File: src/rtl/seg7_capture_if.sv
// Decoded-glyph stream leaving seg7_capture: head-of-FIFO data with valid/ready.
interface seg7_capture_if;
    logic [3:0] data;
    logic       blank;
    logic       valid;
    logic       ready;

    modport master (output data, output blank, output valid, input ready);
    modport slave  (input data, input blank, input valid, output ready);
endinterface

File: src/rtl/seg7_capture.sv
// Samples a 7-segment display, captures each glyph once it has been stable,
// decodes it to a hex nibble or blank token and queues it in a small FIFO.
module seg7_capture #(
    parameter int STABLE_CYCLES = 4,
    parameter int FIFO_DEPTH    = 4
) (
    input  logic                  clk,
    input  logic                  rst,
    input  logic [6:0]            segments,
    seg7_capture_if.master        stream,
    input  logic                  clear_err,
    output logic                  seg_err,
    output logic                  overflow
);

    localparam int CW = $clog2(STABLE_CYCLES + 1);
    localparam int AW = $clog2(FIFO_DEPTH);

    logic [6:0]    samp;
    logic [CW-1:0] run_left;
    logic          captured;
    logic          fire;

    logic [3:0]    dec_data;
    logic          dec_hex;
    logic          dec_blank;
    logic          push_req;
    logic          bad_glyph;

    logic [4:0]    mem [FIFO_DEPTH];
    logic [AW-1:0] wr_ptr;
    logic [AW-1:0] rd_ptr;
    logic [AW:0]   count;
    logic          full;
    logic          valid;
    logic          pop;
    logic          push_ok;
    logic          drop;

    // run_left counts down to zero over a stable run; a run is captured once.
    assign fire = (run_left == '0) && !captured;

    always_ff @(posedge clk or negedge rst) begin
        if (!rst) begin
            samp     <= 7'h00;
            run_left <= CW'(STABLE_CYCLES);
            captured <= 1'b1;
        end else begin
            samp <= segments;
            if (segments != samp) begin
                run_left <= CW'(STABLE_CYCLES - 1);
                captured <= 1'b0;
            end else begin
                if (run_left != '0)
                    run_left <= run_left - 1'b1;
                if (fire)
                    captured <= 1'b1;
            end
        end
    end

    always_comb begin
        dec_data = 4'h0;
        dec_hex  = 1'b1;
        case (samp)
            7'h3F: dec_data = 4'h0;
            7'h06: dec_data = 4'h1;
            7'h5B: dec_data = 4'h2;
            7'h4F: dec_data = 4'h3;
            7'h66: dec_data = 4'h4;
            7'h6D: dec_data = 4'h5;
            7'h7D: dec_data = 4'h6;
            7'h07: dec_data = 4'h7;
            7'h7F: dec_data = 4'h8;
            7'h6F: dec_data = 4'h9;
            7'h77: dec_data = 4'hA;
            7'h7C: dec_data = 4'hB;
            7'h39: dec_data = 4'hC;
            7'h5E: dec_data = 4'hD;
            7'h79: dec_data = 4'hE;
            7'h71: dec_data = 4'hF;
            default: dec_hex = 1'b0;
        endcase
    end

    assign dec_blank = (samp == 7'h00);
    assign push_req  = fire && (dec_hex || dec_blank);
    assign bad_glyph = fire && !(dec_hex || dec_blank);

    assign full    = (count == (AW+1)'(FIFO_DEPTH));
    assign valid   = (count != '0);
    assign pop     = valid && stream.ready;
    // A pop on the same edge frees the slot, so a full FIFO still accepts.
    assign push_ok = push_req && (!full || pop);
    assign drop    = push_req && full && !pop;

    always_ff @(posedge clk) begin
        if (push_ok)
            mem[wr_ptr] <= {dec_blank, dec_data};
    end

    always_ff @(posedge clk or negedge rst) begin
        if (!rst) begin
            wr_ptr <= '0;
            rd_ptr <= '0;
            count  <= '0;
        end else begin
            if (push_ok)
                wr_ptr <= wr_ptr + 1'b1;
            if (pop)
                rd_ptr <= rd_ptr + 1'b1;
            case ({push_ok, pop})
                2'b10:   count <= count + 1'b1;
                2'b01:   count <= count - 1'b1;
                default: count <= count;
            endcase
        end
    end

    always_ff @(posedge clk or negedge rst) begin
        if (!rst) begin
            seg_err  <= 1'b0;
            overflow <= 1'b0;
        end else begin
            seg_err  <= bad_glyph | (seg_err & ~clear_err);
            overflow <= drop | (overflow & ~clear_err);
        end
    end

    // Head is gated so stale storage never shows while the FIFO is empty.
    assign stream.valid = valid;
    assign stream.data  = valid ? mem[rd_ptr][3:0] : 4'h0;
    assign stream.blank = valid ? mem[rd_ptr][4]   : 1'b0;

endmodule
File: src/flat_wrapper.sv
// flat-port wrapper written by rule: the top's interface ports become plain ports
module seg7_capture_flat 
#(
    parameter int STABLE_CYCLES = 4,
    parameter int FIFO_DEPTH    = 4
)
  (clk, rst, segments, clear_err, seg_err, overflow, stream_data, stream_blank, stream_valid, stream_ready);
  seg7_capture_if stream_i ();
  input  logic clk;
  input  logic rst;
  input  logic [6:0] segments;
  input  logic clear_err;
  output logic seg_err;
  output logic overflow;
  output wire logic [$bits(stream_i.data)-1:0] stream_data;
  output wire logic [$bits(stream_i.blank)-1:0] stream_blank;
  output wire logic [$bits(stream_i.valid)-1:0] stream_valid;
  input wire logic [$bits(stream_i.ready)-1:0] stream_ready;
  assign stream_data = stream_i.data;
  assign stream_blank = stream_i.blank;
  assign stream_valid = stream_i.valid;
  assign stream_i.ready = stream_ready;
  seg7_capture #(.STABLE_CYCLES(STABLE_CYCLES), .FIFO_DEPTH(FIFO_DEPTH)) u_core (.clk(clk), .rst(rst), .segments(segments), .stream(stream_i), .clear_err(clear_err), .seg_err(seg_err), .overflow(overflow));
endmodule
File: config.mk
export PLATFORM = sky130hd
export DESIGN_NAME = seg7_capture_flat
export DESIGN_NICKNAME = d
export VERILOG_FILES = /design/src/rtl/seg7_capture_if.sv /design/src/rtl/seg7_capture.sv /design/src/flat_wrapper.sv
export SDC_FILE = /design/constraint.sdc
export NUM_CORES = 1
export LEC_CHECK = 0
export CORE_MARGIN = 1
export CORE_UTILIZATION = 45
export CTS_BUF_LIST = sky130_fd_sc_hd__clkbuf_4
export DETAILED_ROUTE_END_ITERATION = 8
export MAX_ROUTING_LAYER = met4
export SYNTH_ARGS = -nofsm -noshare
export SYNTH_HDL_FRONTEND = slang
export SYNTH_SLANG_ARGS = --single-unit
File: constraint.sdc
create_clock -name clk -period 6.5 [get_ports clk]
set_input_delay 0.975 -clock clk [delete_from_list [all_inputs] [get_ports clk]]
set_output_delay 0.975 -clock clk [all_outputs]
set_load 0.01 [all_outputs]
---- Yosys cells after proc, flatten, opt, wreduce, memory -nomap -nowiden ----
Memory sizes are Yosys's and may differ from the RTL's.
Cells that the tools add are included.
W data, S select, Z words.
operators by class
  bitwise gates (word level) .............. 5
  $lt $le $gt $ge ......................... 0
  multiplexer cells ....................... 11
  multiply operators ...................... 0
  shift-type cells ........................ 0
  equal/unequal tests ..................... 20
  add/sub/neg operators ................... 5
  divide/modulo/power cells ............... 0
  reductions and logical operators ........ 21
operators by type and width
  operator               count
  $eq A7 B7 Y1 const B   12
  $pmux W4 S15           1
  $reduce_or A16 Y1      1
  $eq A7 B3 Y1 const B   2
  $eq A7 B6 Y1 const B   2
  $logic_and A1 B1 Y1    7
  $logic_not A7 Y1       1
  $ne A7 B7 Y1           1
  $mux W1                6
  $mux W3                2
  $pmux W3 S2            1
  $reduce_bool A2 Y1     3
  $reduce_bool A3 Y1     2
  $sub A3 B1 Y3 const B  2
  $add A2 B1 Y2 const B  2
  $logic_not A1 Y1       4
  $mux W4                1
  $add A3 B1 Y3 const B  1
  $eq A3 B3 Y1 const B   1
  $logic_not A3 Y1       1
  $and A1 B1 Y1          2
  $eq A2 B1 Y1 const B   1
  $eq A2 B2 Y1 const B   1
  $logic_or A1 B1 Y1     2
  2 further kinds        3
storage, ports and cells
  input bits .............................. 11
  register bits ........................... 20
  RAM bits ................................ 20
  output and inout port bits .............. 8
  memories kept ........................... 1
  bits in latches ......................... 0
  bits in read-only memories .............. 0
memory list
  memory      words  bits a word  read ports  clocked after Yosys merged registers in  write ports  RTL line            RTL
  u_core.mem  4      5            1           0                                        1            seg7_capture.sv:30  logic [4:0] mem [FIFO_DEPTH];

---- Logic depth before layout (Yosys ltp) ----
Gate-level depths: netlist of the first run.
  depth in word-level cells ............... 8
  depth in mapped cells ................... 14
  mapped depth without buffers ............ 12

---- Worst setup path after synthesis of the first run ----
No wires, ideal clock.
  path type ............................... register to register
  start ................................... register u_core.samp[1]
  end ..................................... register u_core.count[2]
  period minus slack after synthesis ...... 2.607 ns
  arrival time ............................ 2.527 ns
  stages on the path, launching flop included .. 14
  setup time .............................. 0.079 ns
  setup slack ............................. 3.893 ns
  path through ............................ dfrtp_1 > buf_6 > and4b_4 > o31ai_4 > o221ai_2 > a311oi_4 > nor3_4 > inv_1 > ha_1 > inv_1 > fa_1 > xor2_1 > nor2_1 > xor2_1
between the ends
  word-level cells in the longest chain between the ends .. 8
  elaborated cells on any way between the ends .. 26
  classes of those cells .................. 18 x eq/ne; 2 x mux; 6 x reduce/logical
RTL lines
  what                                                      RTL line             RTL
  from (decl)                                               seg7_capture.sv:19   logic [6:0] samp;
  from (signal assigned)                                    seg7_capture.sv:49   samp <= segments;
  $eq A7 B6 Y1 (tied with other cells)                      seg7_capture.sv:65   case (samp)
  $reduce_or A16 Y1 (no source line)                        n/a
  $mux W1                                                   seg7_capture.sv:65
  $logic_or A1 B1 Y1 (*)                                    seg7_capture.sv:87   assign push_req = fire && (dec_hex || dec_blank);
  $logic_and A1 B1 Y1 (*)                                   seg7_capture.sv:87
  $logic_and A1 B1 Y1 (*)                                   seg7_capture.sv:94   assign push_ok = push_req && (!full || pop);
  $eq A2 B1 Y1 / $eq A2 B2 Y1 (equally long branches)       seg7_capture.sv:112  case ({push_ok, pop})
  $pmux W3 S2 / $reduce_bool A2 Y1 (equally long branches)  n/a
  to (signal assigned)                                      seg7_capture.sv:113  2'b10: count <= count + 1'b1;
  to (signal assigned)                                      seg7_capture.sv:114  2'b01: count <= count - 1'b1;
  to (signal assigned)                                      seg7_capture.sv:115  default: count <= count;
  to (decl)                                                 seg7_capture.sv:33   logic [AW:0] count;
Every way passes the cells marked *; elsewhere a longest branch is shown, timed or not.
A chain may end at the register's enable or synchronous reset.

---- Worst setup path in the final report of the first run ----
  start ................................... register u_core.rd_ptr[0]
  end ..................................... output port stream_data[3]
between the ends
  word-level cells in the longest chain between the ends .. 2
RTL lines
  what                    RTL line             RTL
  from (decl)             seg7_capture.sv:32   logic [AW-1:0] rd_ptr;
  from (signal assigned)  seg7_capture.sv:111  rd_ptr <= rd_ptr + 1'b1;
  $mem_v2 Z4 W5           n/a
  $mux W4                 seg7_capture.sv:132  assign stream.data = valid ? mem[rd_ptr][3:0] : 4'h0;
  to (decl)               flat_wrapper.sv:15   output wire logic [$bits(stream_i.data)-1:0] stream_data;
Every way passes these cells.

==> results of run 1 <==
==> worst reg2reg max path, delay by kind of cell, from the launching register on <==
family | cells | cell delay [ns]
AND/OR/NAND/NOR | 3 | 0.52
XOR/XNOR | 2 | 0.32
adder cells (fa/ha/maj) | 2 | 0.54
buffers and inverters | 2 | 0.14
AO/OA/AOI/OAI | 3 | 0.78
flip-flops | 1 | 0.66
==> layout by cell type, fill, tap and decap left out, drive strengths merged, types with 2 or more instances in the layout <==
cell type      Yosys  final
o32ai              2      2
a21oi              2      2
xnor2              8      8
clkdlybuf4s50      0     18
ha                 7      7
nand4              3      3
nand3              4      4
nor2               9      9
nand2b             5      5
nand2              9      9
o22ai              2      2
and2              10     10
dfstp              2      2
and4b              2      2
nor3b              3      3
mux4               5      5
nor3               2      2
clkbuf             2      6
o221ai             2      2
o211ai             3      3
inv               11     11
and3               3      3
dfrtp             18     18
xor2               9      9
edfxtp            20     20
==> registers in the layout (all words and copies together), names as in the netlist <==
name / flops
u_core.rd_ptr: 2
u_core.wr_ptr: 2
u_core.count: 3
u_core.samp: 7
u_core.captured: 1
u_core.seg_err: 1
u_core.mem: 20
u_core.overflow: 1
u_core.run_left: 3
==> metrics by stage <==
stage | utilization | instances | cell area, um^2
global placement | 0.504 | 245 | 2380
global route | 0.516 | 253 | 2440
finish | 0.516 | 253 | 2440
floorplan | - | 172 | 2200
CTS | 0.516 | 253 | 2440
detailed placement | 0.504 | 245 | 2380
==> power by group through the flow <==
stage | clock [mW] | sequential [mW] | combinational [mW]
finish | 0.124 | 0.326 | 0.193
global route | 0.146 | 0.332 | 0.214
CTS | 0.130 | 0.327 | 0.197
detailed placement | 0 | 0.332 | 0.195
global placement | 0 | 0.331 | 0.187
floorplan | 0 | 0.303 | 0.150
==> area by class of cell <==
class,instances,share of cell area
Clock buffer,6,0.0185
Clock inverter,2,0.00462
Inverter,11,0.0169
Multi-Input combinational cell,109,0.399
Sequential cell,40,0.453
Tap cell,67,0.0344
Timing Repair Buffer,18,0.0739
==> worst paths after layout <==
kind,start,end,cells past startpoint,slack [ns]
worst min register to register,u_core.captured$_DFFE_PN1P_,u_core.captured$_DFFE_PN1P_,2,0.51
min in group asynchronous,rst,u_core.rd_ptr[0]$_DFFE_PN0P_,1,1.12
worst max-delay path,u_core.rd_ptr[0]$_DFFE_PN0P_,stream_data[3],3,3.38
max in group asynchronous,rst,u_core.samp[0]$_DFF_PN0_,1,4.80
worst min-delay path,u_core.captured$_DFFE_PN1P_,u_core.captured$_DFFE_PN1P_,2,0.51
worst max register to register,u_core.samp[3]$_DFF_PN0_,u_core.count[2]$_DFFE_PN0P_,12,3.47
==> metal layers <==
metal | GRT usage | up-vias | routed length [um]
li1 | - | 645 | -
met3 | 0.0464 | 4 | 162
met4 | 0.0654 | 0 | 34
met5 | - | - | 0
met2 | 0.297 | 31 | 2020
met1 | 0.210 | 654 | 1650
==> cells by family (layout without fill, tap and decap cells) <==
family                   after synthesis  after routing
AND/OR/NAND/NOR                       56             56
AO/OA/AOI/OAI                         21             21
buffers and inverters                 23             37
multiplexers                           7              7
XOR/XNOR                              17             17
flip-flops                            40             40
adder cells (fa/ha/maj)                8              8
==> results.json, run 1 <==
{
  "status": "finished, final reports clean",
  "hold_slack_ns": 0.515,
  "track_usage": 0.179,
  "syn-cell-area_um2": 2200,
  "cp_data_arrival_time_ns": 2.14,
  "hold_viol": 0,
  "min_period_ns": 3.12,
  "drt-initial-drc-count": 115,
  "power_density_nw_per_um2": 264,
  "synth_top_family_by_area": "simple AND/OR/NAND/NOR gates",
  "diodes": 0,
  "hold_class": "flip-flop to flip-flop",
  "gp_congestion": 0.769,
  "muxShareOfSynthArea": 0.0627,
  "peakVddDrop_v": 0.000123,
  "synthesis.nets": 191,
  "grt_overflow_total": 0,
  "die_w_um": 71.9,
  "intPower_mw": 0.449,
  "synth_cell_type_count": 53,
  "fp.dieH_um": 71.9,
  "hold_buffers": 0,
  "p_seq_frac": 0.506,
  "wirelength_um": 3870,
  "fin_crit_sh": 0.480,
  "multiInputGateArea_um2": 973,
  "worstPathCellList": "mux4_2, and2_1, clkdlybuf4s50_1",
  "p_leak_nw": 0.890,
  "setup_tns_ns": 0,
  "regArea_um2": 1100,
  "cp_top_family": "flip-flops",
  "synthSimpleGateAreaFrac": 0.162,
  "post-cts-setup-buffer-count": 0,
  "antenna_found_initial": 0,
  "synth_ff_type": "edfxtp_1",
  "drv_cap": 0,
  "yosys.area.top_type_share": 0.274,
  "ys_warn_count": 0,
  "cp-start-kind": "flip-flop",
  "clkTransAtPathRegs_ns": 0.13,
  "portBuffers": 18,
  "final.setup.worst_slack_ns": 3.38,
  "cts_tree": "built",
  "first_pass_iters": 4,
  "critical_path_peak_fanout": 7,
  "drv_slew": 0,
  "drc": 0,
  "finalPower_mw": 0.643,
  "fin_worst_skew_ns": 0.0168,
  "clock_sinks": 40,
  "start_util": 0.465,
  "core_um2": 4720,
  "crit_slowest_cell": "dfrtp_1",
  "synth-async-reset-ratio": 0.500,
  "root_buffer": "clkbuf_4",
  "via_per_inst": 5.27,
  "drive_gt1_frac": 0.134,
  "switching_share": 0.302,
  "nets": 204,
  "clk_path_buf_depth": 2,
  "crit_type": "flip-flop to output port",
  "htree_levels": 2,
  "synthAdderAreaFrac": 0.0490,
  "hpwl_um": 2760,
  "grt_max_degree": 21,
  "synth_edf_count": 20,
  "synthTopCellsByCount": "20 x edfxtp_1, 18 x dfrtp_1, 11 x inv_1",
  "crit_buf_inv": 1,
  "cp.required_ns": 5.52,
  "cp-end-kind": "output port",
  "slowest_delay_ns": 0.59,
  "pwr-share-clk": 0.193,
  "fmax_mhz": 321,
  "die-area_um2": 5160,
  "grt_pass1_vias": 1349,
  "clkLatencyLatePin_ns": 0.35,
  "grt_first_pass_wirelength_um": 6660,
  "synth_xor_xnor_area_share": 0.0678,
  "nFillCells": 427,
  "post_cts_resized": 0,
  "synth-seq-cells": 40,
  "slew_headroom": 0.390,
  "pwr-share-comb": 0.301,
  "cts_buffers": 5,
  "switchingPower_mw": 0.194,
  "avgSynthCellArea_um2": 12.8,
  "ys_seq_area_frac": 0.503,
  "rsz0062_at_grt": "no",
  "io_pins": 19,
  "synth_largest_area_cell": "edfxtp_1",
  "worst_slew_pin_slew_ns": 0.912,
  "num_vias": 1334,
  "wl_per_cell_um": 15.3,
  "finalSetupViolations": 0,
  "post-synth-top-count-cell": "edfxtp_1",
  "antenna_left": 0,
  "place_ws_ns": 3.41,
  "area_growth_pct": 11.1,
  "synth_area_leaders": "edfxtp_1 27%, dfrtp_1 21%, mux4_2 5.1%, ha_1 4.0%, xor2_1 3.6%",
  "synthCells": 172,
  "synth-compound-area-share": 0.102,
  "rows": 25
}
Power figures use the tool's default switching activity.
==> inputs of run 2 (changes only) <==
==> constraint.sdc (replaced) <==
create_clock -name clk -period 2.95 [get_ports clk]
set_input_delay 0.4425 -clock clk [delete_from_list [all_inputs] [get_ports clk]]
set_output_delay 0.4425 -clock clk [all_outputs]
set_load 0.01 [all_outputs]
==> run 2 against run 1 <==
Sequential share of layout area fell by 2.6 points. Final cell count rose by 8.3%. Clock skew is 0.013 ns lower. Die area unchanged. Final area increased by 6.8%. Total power up 120%. First-iteration DRC count down 44%. Critical path depth grew 9. Clock-buffer cell count did not move. Largest power group unchanged.
==> results.json, run 2 (synthesized netlist as in run 1, its figures left out) <==
{
  "worst_slew_pin_slew_ns": 0.935,
  "io_pins": 19,
  "slowest_delay_ns": 0.48,
  "peakVddDrop_v": 0.000202,
  "met3_length_um": 127,
  "wirelength_um": 4020,
  "multiInputGateArea_um2": 973,
  "top_regs": "u_core.mem (20), u_core.samp (7)",
  "fmax_mhz": 358,
  "power_density_nw_per_um2": 556,
  "cp-end-kind": "flip-flop",
  "grt_max_degree": 21,
  "nFillCells": 399,
  "cp_data_arrival_time_ns": 3.07,
  "via_per_inst": 5.23,
  "start_util": 0.465,
  "hold_class": "flip-flop to flip-flop",
  "largest-register": "u_core.mem",
  "clkLatencyLatePin_ns": 0.35,
  "place_ws_ns": 0.108,
  "htree_levels": 2,
  "rows": 25,
  "first_pass_iters": 4,
  "drv_slew": 0,
  "largest_reg_flops": 20,
  "die_w_um": 71.9,
  "root_buffer": "clkbuf_4",
  "worstSetupStartpoint": "u_core.samp[1]$_DFF_PN0_",
  "fp.dieH_um": 71.9,
  "mostFrequentLayoutCells": "21 x buf_4, 20 x edfxtp_1, 18 x clkdlybuf4s50_1",
  "drc": 0,
  "wl_met2_um": 2110,
  "drv_cap": 0,
  "status": "finished, final reports clean",
  "met1_length_um": 1720,
  "cts_tree": "built",
  "grt_pass1_vias": 1406,
  "p_leak_nw": 0.985,
  "regArea_um2": 1110,
  "cts_buffers": 5,
  "finalSetupViolations": 0,
  "cp.required_ns": 3.23,
  "layout_commonest_cell": "buf_4",
  "wl_per_cell_um": 14.7,
  "diodes": 0,
  "drt-initial-drc-count": 64,
  "num_vias": 1434,
  "clkTransAtPathRegs_ns": 0.12,
  "hold_viol": 0,
  "portBuffers": 18,
  "critical_path_peak_fanout": 8,
  "antenna_found_initial": 0,
  "topRoutingLayerUsed": "met4",
  "finalPower_mw": 1.45,
  "worstPathCellList": "and4b_4, o31ai_4, o221ai_2, a311oi_4, nor3_4, inv_1, ha_1, inv_1, fa_1, xor2_1, nor2_1, xor2_1",
  "crit_type": "flip-flop to flip-flop",
  "grt_first_pass_wirelength_um": 6730,
  "fin_crit_sh": 0.948,
  "crit_slowest_cell": "dfrtp_2",
  "clk_path_buf_depth": 2,
  "antenna_left": 0,
  "area_growth_pct": 18.6,
  "cp-start-kind": "flip-flop",
  "nets": 225,
  "slew_headroom": 0.375,
  "clock_sinks": 40,
  "timing.rr.start": "u_core.samp[1]$_DFF_PN0_",
  "min-delay-start": "u_core.captured$_DFFE_PN1P_",
  "gp_congestion": 0.754,
  "track_usage": 0.180,
  "hpwl_um": 2860,
  "fin_worst_skew_ns": 0.00347,
  "drive_gt1_frac": 0.251,
  "min_period_ns": 2.80,
  "core_um2": 4720,
  "grt_overflow_total": 0,
  "final.setup.worst_slack_ns": 0.154,
  "die-area_um2": 5160
}
## run 2: cell count changes in the layout (fill, tap and decap cells not counted)
cell	delta
dfrtp_1	-6
buf_4	+21
dfrtp_2	+6
## run 2: report_power, final
part	switching, mW	internal (mW)
clock network	0.180	0.100
logic	0.174	0.281
registers	0.0851	0.627
total	0.439	1.01
## run 2: area by class of cell
cell class,count,area share
Sequential cell,40,0.427
Clock inverter,2,0.00432
Clock buffer,6,0.0173
Inverter,11,0.0159
Tap cell,67,0.0322
Timing Repair Buffer,39,0.130
Multi-Input combinational cell,109,0.374
## run 2: timing repair
action / in CTS / in global routing
hold buffers: 0 / 0
resized for setup: 0 / 6
buffers inserted: 0 / 13
setup endpoints to repair: 0 / 1
## run 2: worst paths after layout
check,end,slack [ns],cells after the start
max,u_core.count[2]$_DFFE_PN0P_,0.15,12
min,u_core.captured$_DFFE_PN1P_,0.51,2
max reg2reg,u_core.count[2]$_DFFE_PN0P_,0.15,12
min reg2reg,u_core.captured$_DFFE_PN1P_,0.51,2
max in group asynchronous,u_core.samp[0]$_DFF_PN0_,1.71,1
min in group asynchronous,u_core.rd_ptr[1]$_DFFE_PN0P_,0.60,1
## run 2: layer usage
layer	global-route usage	vias up
met4	0.0654	0
met1	0.212	700
met3	0.0422	6
met2	0.303	38
met5	-	-
li1	-	690
## run 2: worst max-delay path: cells and delay by family, from the launching register on
kind | cells | cell delay, ns
AOI/OAI and AO/OA | 3 | 0.82
and+or+nand+nor | 3 | 0.44
xor gates and xnor gates | 2 | 0.32
DFF | 1 | 0.48
buffers and inverters | 2 | 0.13
adders and majority gates | 2 | 0.55
## run 2: stage by stage
step	std cells	setup TNS (ns)	area, um^2	utilization	hold slack, ns
after floorplan	172	0	2200	-	0.147
after global placement	253	0	2440	0.517	0.477
after detailed placement	253	0	2440	0.517	0.486
after CTS	261	0	2500	0.529	0.507
after global routing	274	-0.0102	2600	0.551	0.525
final	274	0	2600	0.551	0.507
